## config.mk

```make
export PLATFORM = sky130hd
export DESIGN_NAME = servo_run_arbiter
export DESIGN_NICKNAME = d
export VERILOG_FILES = /design/src/rtl/servo_pkg.sv /design/src/rtl/servo_tick_gen.sv /design/src/rtl/servo_run_arbiter.sv
export SDC_FILE = /design/constraint.sdc
export NUM_CORES = 1
export LEC_CHECK = 0
export CAP_MARGIN = 20
export CORE_UTILIZATION = 35
export DETAILED_ROUTE_END_ITERATION = 8
export SYNTH_ARGS = -nofsm -noshare
export SYNTH_HDL_FRONTEND = slang
export SYNTH_SLANG_ARGS = --single-unit
export TNS_END_PERCENT = 20
```

## constraint.sdc

```tcl
create_clock -name clk -period 3.5 [get_ports clk]
set_input_delay 0.7 -clock clk [delete_from_list [all_inputs] [get_ports clk]]
set_output_delay 0.7 -clock clk [all_outputs]
set_load 0.02 [all_outputs]
```

## src/rtl/servo_pkg.sv

```systemverilog
// Shared encodings for the servo run arbiter: direction codes, FSM states
// and the direction sanitiser.
package servo_pkg;

  localparam logic [1:0] DIR_STOP = 2'b00;
  localparam logic [1:0] DIR_POS  = 2'b01;
  localparam logic [1:0] DIR_NEG  = 2'b10;

  typedef enum logic [1:0] {
    IDLE = 2'd0,
    RUN  = 2'd1,
    COOL = 2'd2
  } state_t;

  // The illegal code 11 is treated as an explicit stop.
  function automatic logic [1:0] sanitize_dir(input logic [1:0] dir);
    case (dir)
      DIR_POS, DIR_NEG: return dir;
      default:          return DIR_STOP;
    endcase
  endfunction

endpackage

```

## src/rtl/servo_tick_gen.sv

```systemverilog
// Free-running prescaler: tick is high while the count sits at TICK_DIV-1.
// clr restarts the count from 0 on the next edge.
module servo_tick_gen #(
  parameter logic [26:0] TICK_DIV = 27'd100_000_000
) (
  input  logic clk,
  input  logic rst,
  input  logic clr,
  output logic tick
);

  localparam int            CW   = $clog2(TICK_DIV);
  localparam logic [CW-1:0] LAST = CW'(TICK_DIV - 27'd1);

  logic [CW-1:0] cnt_q, cnt_d;

  // NOTE: every signal written in always_comb gets a default first, so no
  // path through the block can leave it unassigned and infer a latch.
  always_comb begin
    cnt_d = cnt_q + CW'(1);
    if (clr || (cnt_q == LAST)) cnt_d = '0;
  end

  // NOTE: state registers use non-blocking assignments so every flop samples
  // the pre-edge value of every other flop, independent of block ordering.
  always_ff @(posedge clk or negedge rst) begin
    if (!rst) cnt_q <= '0;
    else      cnt_q <= cnt_d;
  end

  assign tick = (cnt_q == LAST);

endmodule

```

## src/rtl/servo_run_arbiter.sv

```systemverilog
// Two-requester arbiter for one servo channel: timed runs followed by a
// stopped dead-time. Define SERVO_FIXED_PRIO_EN for fixed priority (req 0 wins).
module servo_run_arbiter #(
  parameter logic [26:0] TICK_DIV   = 27'd100_000_000,
  parameter int          RT_W       = 4,
  parameter int          DEAD_TICKS = 1
) (
  input  logic            clk,
  input  logic            rst,
  input  logic [1:0]      req,
  input  logic [1:0]      req_dir0,
  input  logic [1:0]      req_dir1,
  input  logic [RT_W-1:0] req_time0,
  input  logic [RT_W-1:0] req_time1,
  input  logic            abort,
  output logic [1:0]      grant,
  output logic [1:0]      done,
  output logic            busy,
  output logic            servo_en,
  output logic [1:0]      servo_dir
);

  import servo_pkg::*;

  localparam int DW = (DEAD_TICKS > 1) ? $clog2(DEAD_TICKS + 1) : 1;

  state_t          state_q, state_d;
  logic [RT_W-1:0] rem_q, rem_d;
  logic [DW-1:0]   cool_q, cool_d;
  logic [1:0]      grant_q, grant_d;
  logic [1:0]      done_q, done_d;
  logic            busy_q, busy_d;
  logic            en_q, en_d;
  logic [1:0]      sdir_q, sdir_d;

  logic            win;
  logic [1:0]      win_dir;
  logic [RT_W-1:0] win_time;
  logic            tick;
  logic            clr;

`ifdef SERVO_FIXED_PRIO_EN
  always_comb win = ~req[0];
`else
  logic last_q, last_d;

  always_comb begin
    if (req == 2'b11) win = ~last_q;
    else              win = req[1];
  end

  always_comb begin
    last_d = last_q;
    if ((state_q == IDLE) && (req != 2'b00)) last_d = win;
  end

  // NOTE: the pointer resets to 1 so requester 0 takes the first tie.
  always_ff @(posedge clk or negedge rst) begin
    if (!rst) last_q <= 1'b1;
    else      last_q <= last_d;
  end
`endif

  assign win_dir  = sanitize_dir(win ? req_dir1 : req_dir0);
  assign win_time = win ? req_time1 : req_time0;

  always_comb begin
    state_d = state_q;
    rem_d   = rem_q;
    cool_d  = cool_q;
    grant_d = grant_q;
    done_d  = 2'b00;
    en_d    = en_q;
    sdir_d  = sdir_q;

    case (state_q)
      IDLE: begin
        if (req != 2'b00) begin
          grant_d = win ? 2'b10 : 2'b01;
          rem_d   = win_time;
          sdir_d  = win_dir;
          if (win_time != '0) begin
            state_d = RUN;
            en_d    = 1'b1;
          end else begin
            state_d = COOL;
            done_d  = grant_d;
            en_d    = 1'b0;
            sdir_d  = DIR_STOP;
            cool_d  = DW'(DEAD_TICKS);
          end
        end
      end

      RUN: begin
        if (tick && (rem_q != '0)) rem_d = rem_q - RT_W'(1);
        // Ending on the tick that consumes the last unit gives time*TICK_DIV cycles.
        if (abort || (tick && (rem_q <= RT_W'(1)))) begin
          state_d = COOL;
          done_d  = grant_q;
          en_d    = 1'b0;
          sdir_d  = DIR_STOP;
          cool_d  = DW'(DEAD_TICKS);
        end
      end

      COOL: begin
        grant_d = 2'b00;
        if (DEAD_TICKS == 0) begin
          state_d = IDLE;
        end else if (tick) begin
          if (cool_q != '0)       cool_d  = cool_q - DW'(1);
          if (cool_q <= DW'(1))   state_d = IDLE;
        end
      end

      default: state_d = IDLE;
    endcase

    busy_d = (state_d != IDLE);
  end

  // Restarting the prescaler on every state change aligns ticks to phase entry.
  assign clr = (state_d != state_q);

  servo_tick_gen #(.TICK_DIV(TICK_DIV)) u_tick (
    .clk  (clk),
    .rst  (rst),
    .clr  (clr),
    .tick (tick)
  );

  always_ff @(posedge clk or negedge rst) begin
    if (!rst) begin
      state_q <= IDLE;
      rem_q   <= '0;
      cool_q  <= '0;
      grant_q <= 2'b00;
      done_q  <= 2'b00;
      busy_q  <= 1'b0;
      en_q    <= 1'b0;
      sdir_q  <= DIR_STOP;
    end else begin
      state_q <= state_d;
      rem_q   <= rem_d;
      cool_q  <= cool_d;
      grant_q <= grant_d;
      done_q  <= done_d;
      busy_q  <= busy_d;
      en_q    <= en_d;
      sdir_q  <= sdir_d;
    end
  end

  assign grant     = grant_q;
  assign done      = done_q;
  assign busy      = busy_q;
  assign servo_en  = en_q;
  assign servo_dir = sdir_q;

endmodule

```

==> flow_summary.yaml, run 1 <==
timing:
  fin_crit_ns: 2.25
  finalHoldViolCount: 0
  skew_ns: 0.00570
  fmax_mhz: 444
  max_slew_margin: 0.480
  setup_ws_ns: 1.25
  setup_tns_ns: 0
  worst_pin_slew_ns: 0.778
  rsz0062_at_grt: "false"
  drv_slew: 0
  fin_crit_sh: 0.644
  finalSetupViolCount: 0
logic_synthesis:
  ys_warn_count: 0
  yosys_register_bits: 42
  syn_avg_cell_area_um2: 9.29
  synth.top_cell.area_share: 0.430
  synthFlopType: "dfrtp_1"
  synthTopCellsByArea: "dfrtp_1 43%, xor2_1 4.0%, a21oi_1 3.6%"
  syn_area_um2: 2390
  synth_cells: 257
  yosysTopAreaCell: "dfrtp_1"
  ys_seq_area_frac: 0.441
  ys_async_sr_fraction: 1.00
  synth_nets: 278
  synth_edf_count: 0
  ys_types: 53
power:
  seqPwrFrac: 0.422
  power.density_nw_per_um2: 566
  clockPowerShare: 0.207
  p_int_w: 0.000971
  irDropWorstVdd_v: 0.000227
  p_leak_nw: 1.11
  power_frac_comb: 0.372
  p_sw_frac: 0.384
  p_sw_w: 0.000604
grt:
  grt.overflow.total: 0
  grt_most_used_layer: "met2"
  grt_use_met3: 0.0354
  grt_pass1_vias: 1866
  grt_pass1_wl_mm: 9.15
  antenna_found_initial: 0
  grtUsageMet2: 0.243
  met1_usage: 0.222
  grt_start_max_net_pins: 43
  track_usage: 0.160
worst_setup_path:
  endpoint_kind: "flop"
  critPathKind: "primary input to flop"
  worstPathCellList: "clkdlybuf4s50_1 > a21boi_1 > nor3_1 > o32a_1 > o211ai_1"
  slowest_delay_ns: 0.67
  cp_slowest_cell: "a21boi_1"
  start_kind: "primary input"
  worstPathArrival_ns: 2.47
  crit_fanout: 10
  cp.required_ns: 3.72
cells_and_area:
  n_fill_cell: 646
  nets: 299
  drive_gt1_frac: 0.0789
  num_antenna_cells: 0
  seqCellArea_um2: 1050
  final_common_cell: "dfrtp_1"
  syn2layout_area_growth_pct: 16.7
  multi_input_area_um2: 1250
  layout_common_cells: "41 x dfrtp_1, 23 x clkdlybuf4s50_1, 22 x nand2_1"
clock_network:
  cts_tree: "yes"
  clkSinkCount: 42
  cts_root_buffer: "clkbuf_8"
  clk_latency_ns: 0.29
  clockBufferDepth: 2
  ctsHtreeMaxLevel: 2
  clk_pin_slew_worst_paths_ns: 0.08
  cts_hold_buf: 0
  postCtsSetupBuffers: 0
  cts-resized-gates: 0
  cts_made_buffers: 5
detailed_routing:
  antenna_left: 0
  first_iter_violations: 139
  vias: 2008
  avgRoutedWirePerCell_um: 15.4
  via_per_inst: 5.64
  route.detailed.drc: 2
  first_pass_iters: 6
  wl_mm: 5.47
status:
  status: "finished with violations"
  failed_checks: "DRC"
placed_design:
  post-dp-hpwl_mm: 3.72
  pre_cts_slack_ns: 0.975
  io_buffers: 24
  place.gp.congestion: 0.808
run:
  drv_cap: 0
floorplanning:
  die_x_um: 84.6
  die_area_um2: 7160
  std_cell_rows: 29
  pin_count: 25
  core_area_um2: 6460
  fp.dieH_um: 84.6
  start_util: 0.370
worst_hold_path:
  hp-class: "primary input to async pin"
## per-layer routing
layer / vias to the layer above / part of all wire
li1: 1010 / -
met1: 943 / 0.49
met2: 48 / 0.45
met3: 7 / 0.049
met4: 0 / 0.013
met5: - / 0
## cells by family (layout without fill, tap and decap cells)
kind of cell	after synthesis	in the layout	synth area share
compound gates	65	65	0.182
mux	1	1	0.00419
fa+ha+maj	4	4	0.0210
flops	42	42	0.441
xor+xnor	12	12	0.0440
simple gates	114	114	0.271
buf+inv	19	41	0.0362
## stage by stage
stage / hold slack (ns) / total power (W) / cell area [um2] / utilization / std cells
floorplan: 0.404 / 0.00105 / 2390 / - / 257
global placement: 0.476 / 0.00126 / 2670 / 0.413 / 347
detailed placement: 0.478 / 0.00126 / 2670 / 0.413 / 347
CTS: 0.489 / 0.00159 / 2760 / 0.427 / 355
global route: 0.385 / 0.00169 / 2790 / 0.431 / 356
finish: 0.366 / 0.00158 / 2790 / 0.431 / 356
## power by group through the flow
stage / clock (W) / sequential [W] / combinational, W
final: 0.000325 / 0.000664 / 0.000586
after floorplan: 0 / 0.000688 / 0.000363
after detailed placement: 0 / 0.000672 / 0.000586
after global routing: 0.000361 / 0.000677 / 0.000657
after CTS: 0.000340 / 0.000663 / 0.000587
after global placement: 0 / 0.000675 / 0.000583
## worst paths after layout
kind / slack (ns) / depth (start not counted) / to / startpoint
worst max-delay path: 1.25 / 5 / rem_q[1]$_DFFE_PN0P_ / req[1]
worst min-delay path: 0.37 / 1 / rem_q[3]$_DFFE_PN0P_ / rst
worst max register to register: 1.26 / 4 / u_tick.cnt_q[21]$_DFF_PN0_ / u_tick.cnt_q[5]$_DFF_PN0_
worst min register to register: 0.48 / 1 / u_tick.cnt_q[0]$_DFF_PN0_ / u_tick.cnt_q[0]$_DFF_PN0_
max in group asynchronous: 2.64 / 2 / u_tick.cnt_q[5]$_DFF_PN0_ / rst
min in group clk: 0.48 / 1 / u_tick.cnt_q[0]$_DFF_PN0_ / u_tick.cnt_q[0]$_DFF_PN0_
## critical path, delay by kind of cell
| family | cells | cell delay [ns] |
|---|---|---|
| AO/OA/AOI/OAI | 3 | 1.12 |
| buffers and inverters | 1 | 0.52 |
| AND/OR/NAND/NOR | 1 | 0.13 |
## Yosys cell counts (all sizes together), types with 5 or more instances
master and number:
a21oi 17, and4 7, buf 8, dfrtp 41, inv 7, nand2 22, nand3 11, nand4 11
nor2 21, nor3 9, nor3b 5, o21ai 13, o31ai 8, or3 5, or4 9, xor2 11
## registers in the layout, summed over array words and instances (netlist names)
name / cells
u_tick.cnt_q: 27
rem_q: 4
done: 2
grant: 2
servo_dir: 2
state_q: 2
busy: 1
last_q: 1
servo_en: 1
## area by class of cell
type | instances | area share
Inverter | 7 | 0.00943
Clock buffer | 7 | 0.0310
Clock inverter | 1 | 0.00180
Timing Repair Buffer | 26 | 0.0970
Multi-Input combinational cell | 196 | 0.448
Sequential cell | 42 | 0.378
Tap cell | 77 | 0.0346
(Power assumes the default switching activity.)
==> run 2: changes to the inputs <==
- clock period: 3.5 -> 1.9 ns (I/O delays scaled with it)
==> flow_summary.yaml, run 2 (same netlist as run 1, synthesis figures left out) <==
timing:
  finalHoldViolCount: 0
  fin_crit_ns: 1.83
  fmax_mhz: 548
  setup_tns_ns: 0
  skew_ns: 0.0119
  worst_pin_slew_ns: 0.568
  fin_crit_sh: 0.961
  rsz0062_at_grt: "true"
  finalSetupViolCount: 0
  drv_slew: 0
  max_slew_margin: 0.620
detailed_routing:
  route.detailed.drc: 2
  first_iter_violations: 132
  first_pass_iters: 7
  wl_mm: 5.84
  antenna_left: 0
  avgRoutedWirePerCell_um: 15.2
  via_per_inst: 5.56
  vias: 2135
grt:
  grt.overflow.total: 0
  antenna_found_initial: 0
  grt_pass1_vias: 2089
  track_usage: 0.173
  grt_pass1_wl_mm: 9.84
  grt_start_max_net_pins: 43
clock_network:
  clkSinkCount: 42
  ctsHtreeMaxLevel: 2
  cts_tree: "yes"
  clk_latency_ns: 0.29
  cts_hold_buf: 0
  clockBufferDepth: 2
  clk_pin_slew_worst_paths_ns: 0.08
  cts_made_buffers: 5
  cts_root_buffer: "clkbuf_8"
run:
  drv_cap: 0
worst_hold_path:
  hp-class: "primary input to async pin"
cells_and_area:
  n_fill_cell: 603
  largest_reg_flops: 27
  nets: 327
  syn2layout_area_growth_pct: 28.4
  final_cell_count_no_fill: 384
  reg_top3: "u_tick.cnt_q (27), rem_q (4)"
  num_antenna_cells: 0
  utilization: 0.475
  final_common_cell: "dfrtp_1"
  layout_common_cells: "41 x dfrtp_1, 27 x buf_4, 23 x clkdlybuf4s50_1"
  fin_area_um2: 3070
  drive_gt1_frac: 0.179
  top_register: "u_tick.cnt_q"
placed_design:
  place.gp.congestion: 0.843
  dp_cells: 374
  post-dp-hpwl_mm: 4.13
  post_dp_cell_area_um2: 2890
  io_buffers: 24
worst_setup_path:
  rr_startpoint: "rem_q[0]$_DFFE_PN0P_"
  cp.required_ns: 2.06
  critPathKind: "flop to flop"
  reg2regPathDepth: 6
  endpoint_kind: "flop"
  cp-startpoint: "rem_q[0]$_DFFE_PN0P_"
  worstPathArrival_ns: 1.99
  crit_fanout: 4
  start_kind: "flop"
  timing.reg2reg.setup_slack_ns: 0.07
  reg2reg_to: "rem_q[2]$_DFFE_PN0P_"
floorplanning:
  fp.dieH_um: 84.6
  core_area_um2: 6460
  std_cell_rows: 29
  die_area_um2: 7160
  start_util: 0.370
  pin_count: 25
  die_x_um: 84.6
status:
  failed_checks: "DRC"
  status: "finished with violations"
power:
  power.density_nw_per_um2: 1030
  p_leak_nw: 1.27
  irDropWorstVdd_v: 0.000407
[run 2: routing by layer]
metal  part of all wire  GRT usage
met1               0.49      0.229
met2               0.46      0.285
met3              0.040     0.0305
met4              0.014     0.0601
met5                  0          0
[run 2: layout make-up]
type	count	area, um2	share of cell area
sequential	42	1050	0.343
multi-input combinational	196	1280	0.419
timing repair buffer	54	489	0.160
clock buffer	7	86.3	0.0282
tap	77	96.3	0.0314
clock inverter	1	30.0	0.00980
inverter	7	26.3	0.00857
[run 2: worst max-delay path by stage]
stage	cells past startpoint	endpoint
2_1_floorplan	6	done[1]$_DFF_PN0_
3_3_place_gp	6	done[0]$_DFF_PN0_
3_5_place_dp	5	state_q[1]$_DFF_PN0_
4_1_cts	6	u_tick.cnt_q[22]$_DFF_PN0_
5_1_grt	6	u_tick.cnt_q[23]$_DFF_PN0_
6_report	6	rem_q[2]$_DFFE_PN0P_
[run 2: through the flow]
| step | power, W | hold slack [ns] | setup WS [ns] |
|---|---|---|---|
| after floorplan | 0.00194 | 0.0844 | 0.112 |
| after global placement | 0.00241 | 0.379 | -0.0443 |
| after detailed placement | 0.00242 | 0.379 | -0.0227 |
| after CTS | 0.00319 | 0.0521 | 0.00765 |
| after global routing | 0.00337 | 0.0789 | -0.0266 |
| final | 0.00317 | 0.0541 | 0.0743 |
[run 2: worst max-delay path, stage by stage (launching register included)]
cell and delay [ns]:
dfrtp_1 0.42, inv_1 0.12, ha_1 0.17, or3b_2 0.46, and3_1 0.21, a311oi_2 0.27, a31oi_1 0.07
[run 2: timing repair]
item | CTS | global route
pin swaps | 0 | 3
gates resized for setup | 0 | 9
setup buffers | 1 | 1
endpoints found under the setup margin | 1 | 18
hold endpoints to repair | 0 | 0
[run 2: where the power goes]
group	internal (W)	switching (W)	total [W]	leakage, nW
combinational	0.000528	0.000677	0.00120	0.658
clock	0.000429	0.000304	0.000733	0.0585
sequential	0.00106	0.000171	0.00123	0.554
total	0.00202	0.00115	0.00317	1.27
